--- config.mk ---
export PLATFORM = sky130hd
export DESIGN_NAME = seq_divider
export DESIGN_NICKNAME = d
export VERILOG_FILES = /design/src/rtl/seq_divider.sv
export SDC_FILE = /design/constraint.sdc
export NUM_CORES = 1
export LEC_CHECK = 0
export BUFFER_PORTS_ARGS = -buffer_cell sky130_fd_sc_hd__buf_4
export CAP_MARGIN = 10
export CORE_ASPECT_RATIO = 1.5
export CORE_MARGIN = 2
export CORE_UTILIZATION = 42
export DETAILED_ROUTE_END_ITERATION = 10
export GPL_ROUTABILITY_DRIVEN = 0
export GPL_TIMING_DRIVEN = 0
export PLACE_DENSITY = 0.59
export SETUP_SLACK_MARGIN = 0.5
export SYNTH_ARGS = -nofsm -noshare
export SYNTH_HDL_FRONTEND = slang
export SYNTH_SLANG_ARGS = --single-unit
--- constraint.sdc ---
create_clock -name clock -period 10.8 [get_ports clock]
set_input_delay 0.54 -clock clock [delete_from_list [all_inputs] [get_ports clock]]
set_output_delay 0.54 -clock clock [all_outputs]
set_load 0.02 [all_outputs]
--- src/rtl/seq_divider.sv ---
// Multi-cycle signed restoring divider: quotient to Zlow, remainder to Zhigh.
// Outputs are registered one cycle behind the FSM state; results move to the ports with done.
module seq_divider #(
   parameter int unsigned WIDTH = 32
) (
   input  logic             clock,
   input  logic             clear,
   input  logic             start,
   input  logic [WIDTH-1:0] dividend,
   input  logic [WIDTH-1:0] divisor,
   output logic [WIDTH-1:0] quotient,
   output logic [WIDTH-1:0] remainder,
   output logic             busy,
   output logic             done,
   output logic             div_by_zero
);

   localparam int unsigned CW = $clog2(WIDTH) + 1;

   typedef enum logic [1:0] {
      IDLE,
      CALC,
      FIX,
      DONE
   } state_t;

   state_t           state_q, state_d;
   logic [WIDTH-1:0] a_q, a_d;
   logic [WIDTH-1:0] q_q, q_d;
   logic [WIDTH-1:0] m_q, m_d;
   logic [CW-1:0]    cnt_q, cnt_d;
   logic             qneg_q, qneg_d;
   logic             rneg_q, rneg_d;
   logic             dbz_q, dbz_d;
   logic [WIDTH-1:0] quot_q, quot_d;
   logic [WIDTH-1:0] rem_q, rem_d;
   logic             busy_q, busy_d;
   logic             done_q, done_d;
   logic             zero_q, zero_d;

   // A stays below M between steps, so only the shifted/subtracted value needs the extra sign bit.
   logic [WIDTH:0]   a_sh;
   logic [WIDTH:0]   a_sub;

   always_ff @(posedge clock or posedge clear) begin
      if (clear) begin
         state_q <= IDLE;
         a_q     <= '0;
         q_q     <= '0;
         m_q     <= '0;
         cnt_q   <= '0;
         qneg_q  <= 1'b0;
         rneg_q  <= 1'b0;
         dbz_q   <= 1'b0;
         quot_q  <= '0;
         rem_q   <= '0;
         busy_q  <= 1'b0;
         done_q  <= 1'b0;
         zero_q  <= 1'b0;
      end else begin
         state_q <= state_d;
         a_q     <= a_d;
         q_q     <= q_d;
         m_q     <= m_d;
         cnt_q   <= cnt_d;
         qneg_q  <= qneg_d;
         rneg_q  <= rneg_d;
         dbz_q   <= dbz_d;
         quot_q  <= quot_d;
         rem_q   <= rem_d;
         busy_q  <= busy_d;
         done_q  <= done_d;
         zero_q  <= zero_d;
      end
   end

   always_comb begin
      state_d = state_q;
      a_d     = a_q;
      q_d     = q_q;
      m_d     = m_q;
      cnt_d   = cnt_q;
      qneg_d  = qneg_q;
      rneg_d  = rneg_q;
      dbz_d   = dbz_q;
      quot_d  = quot_q;
      rem_d   = rem_q;
      zero_d  = zero_q;
      busy_d  = (state_q == CALC) || (state_q == FIX);
      done_d  = (state_q == DONE);
      a_sh    = {a_q, q_q[WIDTH-1]};
      a_sub   = a_sh - {1'b0, m_q};

      case (state_q)
         IDLE: begin
            if (start) begin
               qneg_d = dividend[WIDTH-1] ^ divisor[WIDTH-1];
               rneg_d = dividend[WIDTH-1];
               cnt_d  = '0;
               if (divisor == '0) begin
                  q_d     = '1;
                  a_d     = dividend;
                  dbz_d   = 1'b1;
                  state_d = DONE;
               end else begin
                  q_d     = dividend[WIDTH-1] ? -dividend : dividend;
                  m_d     = divisor[WIDTH-1] ? -divisor : divisor;
                  a_d     = '0;
                  dbz_d   = 1'b0;
                  zero_d  = 1'b0;
                  state_d = CALC;
               end
            end
         end
         CALC: begin
            q_d   = {q_q[WIDTH-2:0], ~a_sub[WIDTH]};
            a_d   = a_sub[WIDTH] ? a_sh[WIDTH-1:0] : a_sub[WIDTH-1:0];
            cnt_d = cnt_q + CW'(1);
            if (cnt_q == CW'(WIDTH - 1)) begin
               state_d = FIX;
            end
         end
         FIX: begin
            q_d     = qneg_q ? -q_q : q_q;
            a_d     = rneg_q ? -a_q : a_q;
            state_d = DONE;
         end
         DONE: begin
            quot_d  = q_q;
            rem_d   = a_q;
            zero_d  = dbz_q;
            state_d = IDLE;
         end
         default: state_d = IDLE;
      endcase
   end

   assign quotient    = quot_q;
   assign remainder   = rem_q;
   assign busy        = busy_q;
   assign done        = done_q;
   assign div_by_zero = zero_q;

endmodule

### Word level (Yosys, flattened, before mapping)

Index checks and enable logic that the tools add are counted.

* reduce and logical (&&, ||, !) cells: 13
* mux-type cells: 21
* equal/unequal tests: 9
* bitwise operators: 3
* $add $sub $neg: 6

Operators with widths (count)
* $mux W32: 9
* $pmux W32 S3: 2
* $neg A32 Y32: 4
* $sub A33 B32 Y33: 1
* $logic_not A32 Y1: 1
* $pmux W6 S2: 1
* $reduce_and A3 Y1: 4
* $ne A2 B2 Y1 const B: 4
* $pmux W2 S4: 1
* $add A6 B1 Y6 const B: 1
* $eq A6 B5 Y1 const B: 1
* $mux W2: 3
* $mux W6: 1
* $reduce_and A2 Y1: 3
* $eq A2 B2 Y1 const B: 2
* $reduce_bool A2 Y1: 2
* $mux W1: 3
* $reduce_bool A3 Y1: 1
* $eq A2 B1 Y1 const B: 1
* $logic_not A2 Y1: 1
* $ne A2 B1 Y1 const B: 1
* $not A1 Y1: 2
* $pmux W1 S2: 1
* $logic_or A1 B1 Y1: 1
* $xor A1 B1 Y1: 1

* flip-flop bits (word level): 174
* output and inout port bits: 67
* word-level logic and storage cells: 65
* input port bits: 67

### Longest topological paths before layout

Gate-level depths: netlist of the first run.

* depth after elaboration: 5
* depth in mapped cells: 14
* gate-level depth less buffers: 12

### Worst setup path before layout of the first run

No wires, ideal clock.

* kind: register to register
* from: register q_q[31]
* to: register q_q[0]
* arrival: 3114 ps
* path slack: 7565 ps
* clock period less this slack: 3235 ps
* required time: 10679 ps
* stages on the path, launching flop included: 15
* path buffers: 2
* library setup time: 121 ps
* cells stage by stage: dfrtp_1 > inv_1 > ha_1 > fa_1 > nor2b_1 > o31a_1 > o311a_1 > nor4_2 > o31ai_1 > a211o_1 > and3_1 > clkbuf_1 > buf_2 > a21o_1 > a22o_1

* longest elaborated chain between the ends: 3

Ends and longest elaborated chain
* start, declared: RTL line 29 `logic [WIDTH-1:0] q_q, q_d;`
* start signal, assigned: RTL line 63 `q_q <= q_d;`
* $sub A33 B32 Y33: RTL line 92 `a_sub = a_sh - {1'b0, m_q};`
* $not A1 Y1: RTL line 116 `q_d = {q_q[WIDTH-2:0], ~a_sub[WIDTH]};`
* $pmux W32 S3: RTL line 94 `case (state_q)`

Every way passes these cells.
A chain may end at the register's enable or synchronous reset.

### Worst setup path in the final report of the first run

* from: register q_q[31]
* to: register a_q[23]

* longest elaborated chain between the ends: 3

Ends and longest elaborated chain
* $sub A33 B32 Y33: RTL line 92
* $mux W32: RTL line 117 `a_d = a_sub[WIDTH] ? a_sh[WIDTH-1:0] : a_sub[WIDTH-1:0];`
* $pmux W32 S3: RTL line 94
* end signal, assigned: RTL line 48 `a_q <= '0;`
* end signal, assigned: RTL line 62 `a_q <= a_d;`
* end, declared: RTL line 28 `logic [WIDTH-1:0] a_q, a_d;`

Every way passes these cells.

==> results of run 1 <==
## registers in the layout, summed over array words and instances (netlist names)
name         cells
a_q             32
busy             1
cnt_q            6
dbz_q            1
div_by_zero      1
done             1
m_q             32
q_q             32
qneg_q           1
quotient        32
remainder       32
rneg_q           1
state_q          2
## worst max-delay path, stage by stage (launching register included)
cell,delay [ps]
dfrtp_1,420
inv_1,230
ha_1,260
fa_1,220
nor2b_1,70
o31a_1,270
o311a_1,330
nor4_2,440
o31ai_1,300
o2111ai_1,290
and3_1,190
clkbuf_1,290
buf_2,430
mux2i_1,320
o21ai_1,100
## kinds of logic after synthesis
logic type / after synthesis / share of synthesized area [%]
muxes: 93 / 8.23
adders and majority gates: 42 / 4.32
AOI/OAI and AO/OA: 412 / 21.4
DFF: 174 / 35.3
and+or+nand+nor: 467 / 18.2
xor gates and xnor gates: 111 / 7.88
buffers and inverters: 145 / 4.68
## synthesized netlist by cell type (9+ instances only)
cell type,number,share of area [%]
xnor2_1,51,3.6
dfrtp_1,174,35
o22ai_1,13,0.66
ha_1,41,4.2
nand2b_1,22,1.1
a21o_1,14,0.85
clkbuf_1,64,1.9
inv_1,56,1.7
o21ai_1,40,1.6
o31ai_1,24,1.5
or3_1,13,0.66
nand3_1,28,1.1
mux2i_1,25,2.0
xor2_1,60,4.3
buf_2,12,0.49
a32o_1,22,1.8
nand2_1,211,6.4
a21oi_1,84,3.4
o21ai_0,110,4.5
nand3b_1,9,0.55
or4_1,14,0.85
nor3_1,22,0.89
nor4_1,18,0.91
o41ai_1,16,1.1
nor2_1,80,2.4
mux2_2,68,6.2
## stage by stage
step	setup slack, ps	power (W)	cell area (µm²)
finish	6500	0.00565	14500
global route	6280	0.00610	14500
CTS	6520	0.00564	14500
detailed placement	6550	0.00496	13900
global placement	3290	0.00491	13800
floorplan	5540	0.00384	12300
## final cells by class
| cell class | count | area, µm² | share of cell area (%) |
|---|---|---|---|
| buffer | 87 | 360 | 2.49 |
| clock buffer | 20 | 467 | 3.22 |
| clock inverter | 12 | 159 | 1.10 |
| inverter | 58 | 225 | 1.55 |
| multi-input combinational | 1125 | 7410 | 51.2 |
| sequential | 174 | 4350 | 30.1 |
| tap | 390 | 488 | 3.37 |
| timing repair buffer | 133 | 1020 | 7.03 |
## final timing paths
kind | start | endpoint | slack, ps | depth (start not counted)
hold reg to reg | m_q[15] | m_q[15] | 480 | 2
max in group asynchronous | clear | remainder[23] | 9740 | 3
hold / removal | clear | quotient[11] | 90 | 2
setup / recovery | q_q[31] | a_q[23] | 6500 | 14
setup reg to reg | q_q[31] | a_q[23] | 6500 | 14
min in group clock | divisor[29] | m_q[31] | 290 | 2
## power by group
group	switching (W)	total (W)	internal (W)
clock	0.000282	0.000666	0.000384
combinational	0.00222	0.00372	0.00150
sequential	0.000295	0.00127	0.000975
total	0.00280	0.00565	0.00286
## per-layer routing
layer / wire, µm / vias to the layer above / GRT usage [%]
met5: 0 / - / 0
met4: 1760 / 0 / 14.0
met3: 1660 / 106 / 2.91
met2: 20600 / 391 / 46.7
met1: 15500 / 5377 / 30.2
li1: - / 5509 / -
==> run metrics, run 1 <==
# IOs=about 130; worst setup path category=reg2reg; Power Dens Cells=just under 400 nW/µm²; CTS resizes=0; Worst setup EP type=register; standard-cell row count=76; final setup vio count=0; CTS tree=done; post-synthesis net count=approximately 1,600; EDFF count, synth=0; final setup TNS=0 ps; commonest non-fill, non-tap cell in the layout=nand2_1; f_max=0.233 GHz; CP Launch Type=register; initial antenna violation count=0; Mapped Area=about 12,000 µm²; Die ar.=between 30,000 and 40,000 µm²; hpwl dp=31,000 µm; # Post-CTS Setup Buffers=0; ANT cells=0; final hold vios=0; # DRC=0; routed wire length=39,500 µm; Main synth FF type=dfrtp_1; largest net degree at the start of global routing=between 100 and 150; Mapped Avg Cell Area=8.55 µm²; Ys Warns=0; Cell variety after synth=a little under 80; Initial Utilization=a little over two fifths; Detailed Routing Iterations Pass 1=5; Relative slew margins=a little over two fifths; first-pass GRT wire length=~62,000 µm; remaining antenna violation count after routing=0; Clock Skew=10.5 ps; total number of clock tree sinks=174; Async SR Flop Fraction=100%; final hold slack=90.5 ps; Clk Latency, worst-skew pair=approximately 470 ps; Max Buffers Root-to-Sink=2; DRT iter0 DRCs=about 700; outcome=finished clean; CTS Hold Bufs=0; Area Growth Syn to Fin=17.3%; nets=roughly 1,700; Port Buf Inserts=about 130; Core Util, Final=between 50% and 60%; Seq/Total Area, Yosys=35.3%; Slew Limit Fails=0; flops & latches, synth=174; total core area=just under 30,000 µm²; total gr overflow=0; Max VDD drop=between 0.15 and 0.2 mV; worst path arrival time=roughly 4700 ps; H-tree levels=4; Die Wd=approximately 140 µm; Via density=5.69; RSZ-0062 raised after global routing=no; Die Y=214 µm; Final Cycle Share=~40%; actual slew at the worst max-slew pin=836 ps; leakage=between 6 and 7 nW; most frequent cells in the layout=nand2_1, dfrtp_1, buf_4; clock root cell=clkbuf_16; All-Layer GR Usage=about a quarter; CTS Buf Count=17; Worst-path clk slew=around 70 ps; Fillers=between 2,000 and 3,000; Avg WL per Cell=19.7 µm; required time worst endpoint=between 10,000 and 15,000 ps; worst hold path type=in2async; Post-Synthesis Cells=1,444; Post-Layout Cell Count=1,999; fraction of layout cells with a size suffix above 1=16.7%; Tmin final=around 4300 ps; placed cells=between 1,500 and 2,000; crit-path max FO=10; max_cap viols=0; vias in the first global route=11,347; via count=about 11,000
No activity file was read; power rests on OpenSTA's default activity.
==> run 2, diff against run 1 <==
==> constraint.sdc (replaced) <==
create_clock -name clock -period 4.18 [get_ports clock]
set_input_delay 0.209 -clock clock [delete_from_list [all_inputs] [get_ports clock]]
set_output_delay 0.209 -clock clock [all_outputs]
set_load 0.02 [all_outputs]
==> run 2 against run 1 <==
  * Core utilization increased by 0.80 points
  * Worst setup slack got worse by 5900 ps
  * Wire length increased by 0.80%
  * Sequential share of layout area decreased by 0.46 points
  * Flip-flop and latch count unchanged
  * Cell count increased by 0.50%
  * Highest routed layer unchanged
  * Non-clock buffer count increased by 10
  * Hold slack got worse by 35 ps
  * Critical endpoint is now q_q[0]
  * First-iteration DRC count decreased by 1.8%
  * Combinational power increased to 2.7 times the previous value
==> run metrics, run 2 (synthesized netlist as in run 1, its figures left out) <==
most frequent cells in the layout=nand2_1, dfrtp_1, buf_4 (unchanged); actual slew at the worst max-slew pin=863 ps (was 836 ps); RSZ-0062 raised after global routing=no (unchanged); DRT iter0 DRCs=699 (was 712); Slew Limit Fails=0 (unchanged); final setup TNS=0 ps (unchanged); remaining antenna violation count after routing=0 (unchanged); CP max stage cell=dfrtp_1 (was nor4_2); Design Power=0.0149 W (was 0.00565 W); Worst setup EP type=register (unchanged); area of the multi-input gates=7520 µm² (was 7410 µm²); Detailed Routing Iterations Pass 1=5 (unchanged); final hold vios=0 (unchanged); Place WS=-62.0 ps (was 6550 ps); final setup vio count=0 (unchanged); Final Cycle Share=85.2% (was 39.8%); Clock Skew=13.1 ps (was 10.5 ps); total number of clock tree sinks=174 (unchanged); total core area=28,800 µm² (unchanged); outcome=finished clean (unchanged); Fillers=2,799 (was 2,855); f_max=0.281 GHz (was 0.233 GHz); CP Launch Type=register (unchanged); CTS Buf Count=17 (unchanged); Area Growth Syn to Fin=19.2% (was 17.3%); Via density=5.70 (was 5.69); worst path arrival time=3920 ps (was 4650 ps); standard-cell row count=76 (unchanged); crit-path max FO=10 (unchanged); worst setup path category=reg2reg (unchanged); Clk Latency, worst-skew pair=460 ps (was 470 ps); setup ws final=620 ps (was 6500 ps); Avg WL per Cell=19.8 µm (was 19.7 µm); clock root cell=clkbuf_16 (unchanged); All-Layer GR Usage=26.2% (about the same); Die Y=214 µm (unchanged); register area=4360 µm² (was 4350 µm²); nets=1,715 (was 1,705); internal cell power=0.00762 W (was 0.00286 W); Port Buf Inserts=132 (unchanged); ANT cells=0 (unchanged); crit path cell chain=ha_1 > nor2b_2 > o31a_1 > o311a_1 > nor4_4 > buf_4 > o31ai_4 > a211o_1 > and3_1 > clkbuf_4 > buf_8 > a21o_1 > a22o_1 (was inv_1 > ha_1 > fa_1 > nor2b_1 > o31a_1 > o311a_1 > nor4_2 > o31ai_1 > o2111ai_1 > and3_1 > clkbuf_1 > buf_2 > mux2i_1 > o21ai_1); routed wire length=39,800 µm (was 39,500 µm); Die Wd=144 µm (unchanged); vias in the first global route=11,347 (unchanged); Post-Layout Cell Count=2,009 (was 1,999); total gr overflow=0 (unchanged); Clk pwr share=11.4% (was 11.8%); Sw Share=49.0% (was 49.5%); Relative slew margins=42.1% (was 43.8%); fraction of layout cells with a size suffix above 1=18.0% (was 16.7%); Core Util, Final=51.1% (was 50.3%); via count=11,461 (was 11,383); Max VDD drop=0.437 mV (was 0.188 mV); Max Buffers Root-to-Sink=2 (unchanged); hpwl dp=31,500 µm (was 31,000 µm); max_cap viols=0 (unchanged); placed cells=1,970 (was 1,967); Initial Utilization=42.8% (unchanged); leakage=6.24 nW (was 6.18 nW); Power Dens Cells=1020 nW/µm² (was 390 nW/µm²); commonest non-fill, non-tap cell in the layout=nand2_1 (unchanged); Die ar.=30,800 µm² (unchanged); Worst-path clk slew=70 ps (about the same); worst hold path type=in2reg (was in2async); sequential share of power=22.1% (was 22.5%); # DRC=0 (unchanged); H-tree levels=4 (unchanged); required time worst endpoint=4540 ps (was 11,150 ps); initial antenna violation count=0 (unchanged); largest net degree at the start of global routing=43 (was 113); Psw=0.00732 W (was 0.00280 W); first-pass GRT wire length=62,100 µm (was 62,300 µm); crit-path max cell delay=470 ps (was 440 ps); Comb pwr share=66.5% (was 65.8%); Tmin final=3560 ps (was 4300 ps); CTS tree=done (unchanged); # IOs=134 (unchanged)
==> run 2: cell types whose count changed in the layout (fill, tap and decap cells not counted), moves of 3 or more <==
cell,previous run,this run
clkbuf_1,64,67
buf_12,0,4
buf_2,12,9
mux2i_2,0,5
mux2i_1,25,20
buf_4,133,139
==> run 2: worst max-delay path: cells and delay by family, from the launching register on <==
kind | cells | cell delay [ps]
AND/OR/NAND/NOR | 3 | 530
AO/OA/AOI/OAI | 6 | 1520
flip-flops | 1 | 470
buffers and inverters | 3 | 540
adder cells (fa/ha/maj) | 1 | 380
==> run 2: worst paths after layout <==
| kind | from | to | slack, ps | cells after the start |
|---|---|---|---|---|
| worst min register to register | m_q[19] | m_q[19] | 480 | 2 |
| min in group asynchronous | clear | rneg_q | 420 | 3 |
| worst max-delay path | a_q[1] | q_q[0] | 620 | 13 |
| max in group asynchronous | clear | remainder[7] | 2880 | 5 |
| worst max register to register | a_q[1] | q_q[0] | 620 | 13 |
| worst min-delay path | divisor[23] | m_q[23] | 50 | 3 |
==> run 2: per-stage QoR <==
step / cell area (µm²) / hold slack, ps
floorplan: 12300 / 305
global route: 14700 / 64.0
finish: 14700 / 55.0
CTS: 14600 / 34.3
global placement: 13800 / 436
detailed placement: 13900 / 358
==> run 2: cell type report <==
cell class / instances / area share, %
Multi-Input combinational cell: 1125 / 51.1
Sequential cell: 174 / 29.6
Timing Repair Buffer: 143 / 7.67
Tap cell: 390 / 3.32
Clock buffer: 22 / 3.09
Buffer: 87 / 2.63
Inverter: 58 / 1.51
Clock inverter: 10 / 1.11
==> run 2: what timing repair did <==
action / in CTS / in global routing
setup buffers: 1 / 4
endpoints found under the hold margin: 25 / 0
pin swaps: 1 / 2
setup endpoints to repair: 36 / 34
resized for setup: 8 / 25
hold buffers: 2 / 0
==> run 2: power groups by stage <==
stage | logic (W) | clock network, W | registers (W)
global route | 0.0108 | 0.00180 | 0.00341
finish | 0.00993 | 0.00170 | 0.00330
floorplan | 0.00651 | 0 | 0.00342
detailed placement | 0.00951 | 0 | 0.00330
CTS | 0.00965 | 0.00174 | 0.00328
global placement | 0.00940 | 0 | 0.00329
==> run 2: layer usage <==
metal / wire length (µm) / GRT usage, % / share of wire (%) / vias up
li1: - / - / - / 5532
met1: 15500 / 29.9 / 39 / 5427
met2: 20500 / 46.4 / 51 / 400
met3: 1850 / 4.00 / 4.7 / 102
met4: 1940 / 13.9 / 4.9 / 0
met5: 0 / 0 / 0 / -
==> run 3, diff against run 2 <==
--- a/config.mk
+++ b/config.mk
@@ -10,6 +10,7 @@
 export CORE_ASPECT_RATIO = 1.5
 export CORE_MARGIN = 2
 export CORE_UTILIZATION = 42
+export CTS_CLUSTER_SIZE = 16
 export DETAILED_ROUTE_END_ITERATION = 10
 export GPL_ROUTABILITY_DRIVEN = 0
 export GPL_TIMING_DRIVEN = 0
==> constraint.sdc (replaced) <==
create_clock -name clock -period 4.18 [get_ports clock]
set_input_delay 0.836 -clock clock [delete_from_list [all_inputs] [get_ports clock]]
set_output_delay 0.836 -clock clock [all_outputs]
set_load 0.02 [all_outputs]
==> run 3 against run 2 <==
  * Flip-flop and latch count did not move
  * Worst setup slack improved by 1.4 ps
  * Total power hardly changed
  * Critical path depth unchanged
  * First-iteration DRC count is 3.1% lower
  * Largest power group unchanged
  * Highest routed layer unchanged
==> run metrics, run 3 (synthesized netlist as in run 1, its figures left out) <==
outcome=finished clean (unchanged); Final Cycle Share=85.1% (was 85.2%); Die Y=214 µm (unchanged); crit path cell chain=ha_1 > nor2b_2 > o31a_1 > o311a_1 > nor4_4 > buf_4 > o31ai_4 > a211o_1 > and3_1 > clkbuf_4 > buf_12 > a21o_1 > a22o_1 (was ha_1 > nor2b_2 > o31a_1 > o311a_1 > nor4_4 > buf_4 > o31ai_4 > a211o_1 > and3_1 > clkbuf_4 > buf_8 > a21o_1 > a22o_1); Detailed Routing Iterations Pass 1=5 (unchanged); f_max=0.281 GHz (about the same); placed cells=1,970 (unchanged); # DRC=0 (unchanged); internal cell power=0.00761 W (was 0.00762 W); DRT iter0 DRCs=677 (was 699); hpwl dp=31,500 µm (unchanged); CTS tree=done (unchanged); Core Util, Final=51.1% (about the same); CP Launch Type=register (unchanged); Die Wd=144 µm (unchanged); Die ar.=30,800 µm² (unchanged); actual slew at the worst max-slew pin=822 ps (was 863 ps); Hold Crit Start=m_q[19] (was divisor[23]); sequential share of power=22.1% (about the same); H-tree levels=4 (unchanged); Area Growth Syn to Fin=19.3% (was 19.2%); Avg WL per Cell=19.8 µm (about the same); total gr overflow=0 (unchanged); CP max stage cell=dfrtp_1 (unchanged); total core area=28,800 µm² (unchanged); Clk pwr share=11.5% (was 11.4%); worst hold path type=reg2reg (was in2reg); Max VDD drop=0.429 mV (was 0.437 mV); Comb pwr share=66.5% (about the same); ANT cells=0 (unchanged); Port Buf Inserts=132 (unchanged); Sw Share=49.0% (about the same); nets=1,715 (unchanged); fraction of layout cells with a size suffix above 1=18.1% (was 18.0%); worst path arrival time=3920 ps (about the same); Via density=5.68 (was 5.70); area of the multi-input gates=7520 µm² (about the same); leakage=6.25 nW (was 6.24 nW); Crit path max-delay family=compound AO/OA/AOI/OAI gates (unchanged); standard-cell row count=76 (unchanged); Clock Skew=11.5 ps (was 13.1 ps); WHS Path Cells=2 (was 3); worst setup path category=reg2reg (unchanged); Fillers=2,796 (was 2,799); Psw=0.00732 W (about the same); crit-path max FO=10 (unchanged); vias in the first global route=11,351 (was 11,347); final setup vio count=0 (unchanged); Power Dens Cells=1010 nW/µm² (was 1020 nW/µm²); post-layout instance area=14,700 µm² (about the same); remaining antenna violation count after routing=0 (unchanged); max_cap viols=0 (unchanged); commonest non-fill, non-tap cell in the layout=nand2_1 (unchanged); clock root cell=clkbuf_16 (unchanged); RSZ-0062 raised after global routing=no (unchanged); Worst-path clk slew=70 ps (about the same); largest net degree at the start of global routing=43 (unchanged); Post-Layout Cell Count=2,009 (unchanged); post-placement cell area=13,900 µm² (unchanged); routed wire length=39,800 µm (about the same); Slew Limit Fails=0 (unchanged); required time worst endpoint=4540 ps (about the same); crit-path max cell delay=470 ps (about the same); R2R depth=13 (unchanged); Design Power=0.0149 W (about the same); Tmin final=3560 ps (about the same); hold endpoint=m_q[19] (was m_q[23]); # IOs=134 (unchanged); All-Layer GR Usage=26.2% (about the same); initial antenna violation count=0 (unchanged); CP startpoint=a_q[1] (unchanged); most frequent cells in the layout=nand2_1, dfrtp_1, buf_4 (unchanged); Reg-to-Reg Start=a_q[1] (unchanged); total number of clock tree sinks=174 (unchanged); Worst setup EP type=register (unchanged); first-pass GRT wire length=62,200 µm (was 62,100 µm); CTS Buf Count=17 (unchanged); final hold vios=0 (unchanged); Initial Utilization=42.8% (unchanged); Relative slew margins=45.0% (was 42.1%); Bufs and invs on worst path=3 (unchanged); register area=4360 µm² (unchanged); capturing point of the worst reg2reg path=q_q[0] (unchanged); Max Buffers Root-to-Sink=2 (unchanged); Clk Latency, worst-skew pair=470 ps (was 460 ps); via count=11,413 (was 11,461); final hold slack=479 ps (was 55.0 ps); FF-to-FF setup slack=620 ps (about the same)
-- run 3: repair_timing --
action / in CTS / in global routing
resized for setup: 11 / 22
buffers inserted: 3 / 4
setup endpoints to repair: 90 / 49
pin swaps: 2 / 2
hold buffers: 0 / 0
cloned: 0 / 0
-- run 3: worst max-delay path by stage --
stage | endpoint | slack, ps | cells after the start
after CTS | a_q[8] | 500 | 15
after floorplan | div_by_zero | 780 | 13
after detailed placement | q_q[28] | -240 | 13
final | q_q[0] | 620 | 13
after global placement | q_q[28] | -170 | 13
after global routing | q_q[0] | 500 | 13
-- run 3: tightest hold or removal path, cell delays in order, from the launching register on --
cell	delay, ps
dfrtp_1	340
nand2_1	40
o21ai_0	60
-- run 3: layer usage --
metal / wire [µm] / vias to the layer above / global-route usage [%]
li1: - / 5540 / -
met1: 15500 / 5391 / 29.9
met2: 20500 / 379 / 46.5
met3: 1780 / 103 / 3.51
met4: 1900 / 0 / 14.7
met5: 0 / - / 0
-- run 3: final cells by class --
type	instances	area share, %
plain buffers	87	2.66
clock buffers	22	3.08
clock inverters	10	1.10
inverters	58	1.50
multi-input cells	1125	51.1
flip-flops and latches	174	29.6
well taps	390	3.31
repair buffers	143	7.71
-- run 3: power groups by stage --
stage	combinational, W	sequential, W	clock, W
finish	0.00992	0.00330	0.00171
global route	0.0108	0.00341	0.00180
CTS	0.00968	0.00328	0.00174
detailed placement	0.00951	0.00330	0
global placement	0.00940	0.00329	0
floorplan	0.00651	0.00342	0
-- run 3: metrics by stage --
| stage | setup slack, ps | setup TNS (ps) |
|---|---|---|
| after global routing | 504 | 0 |
| after detailed placement | -235 | -7710 |
| after CTS | 501 | 0 |
| final | 621 | 0 |
| after global placement | -171 | -20570 |
| after floorplan | 776 | 0 |
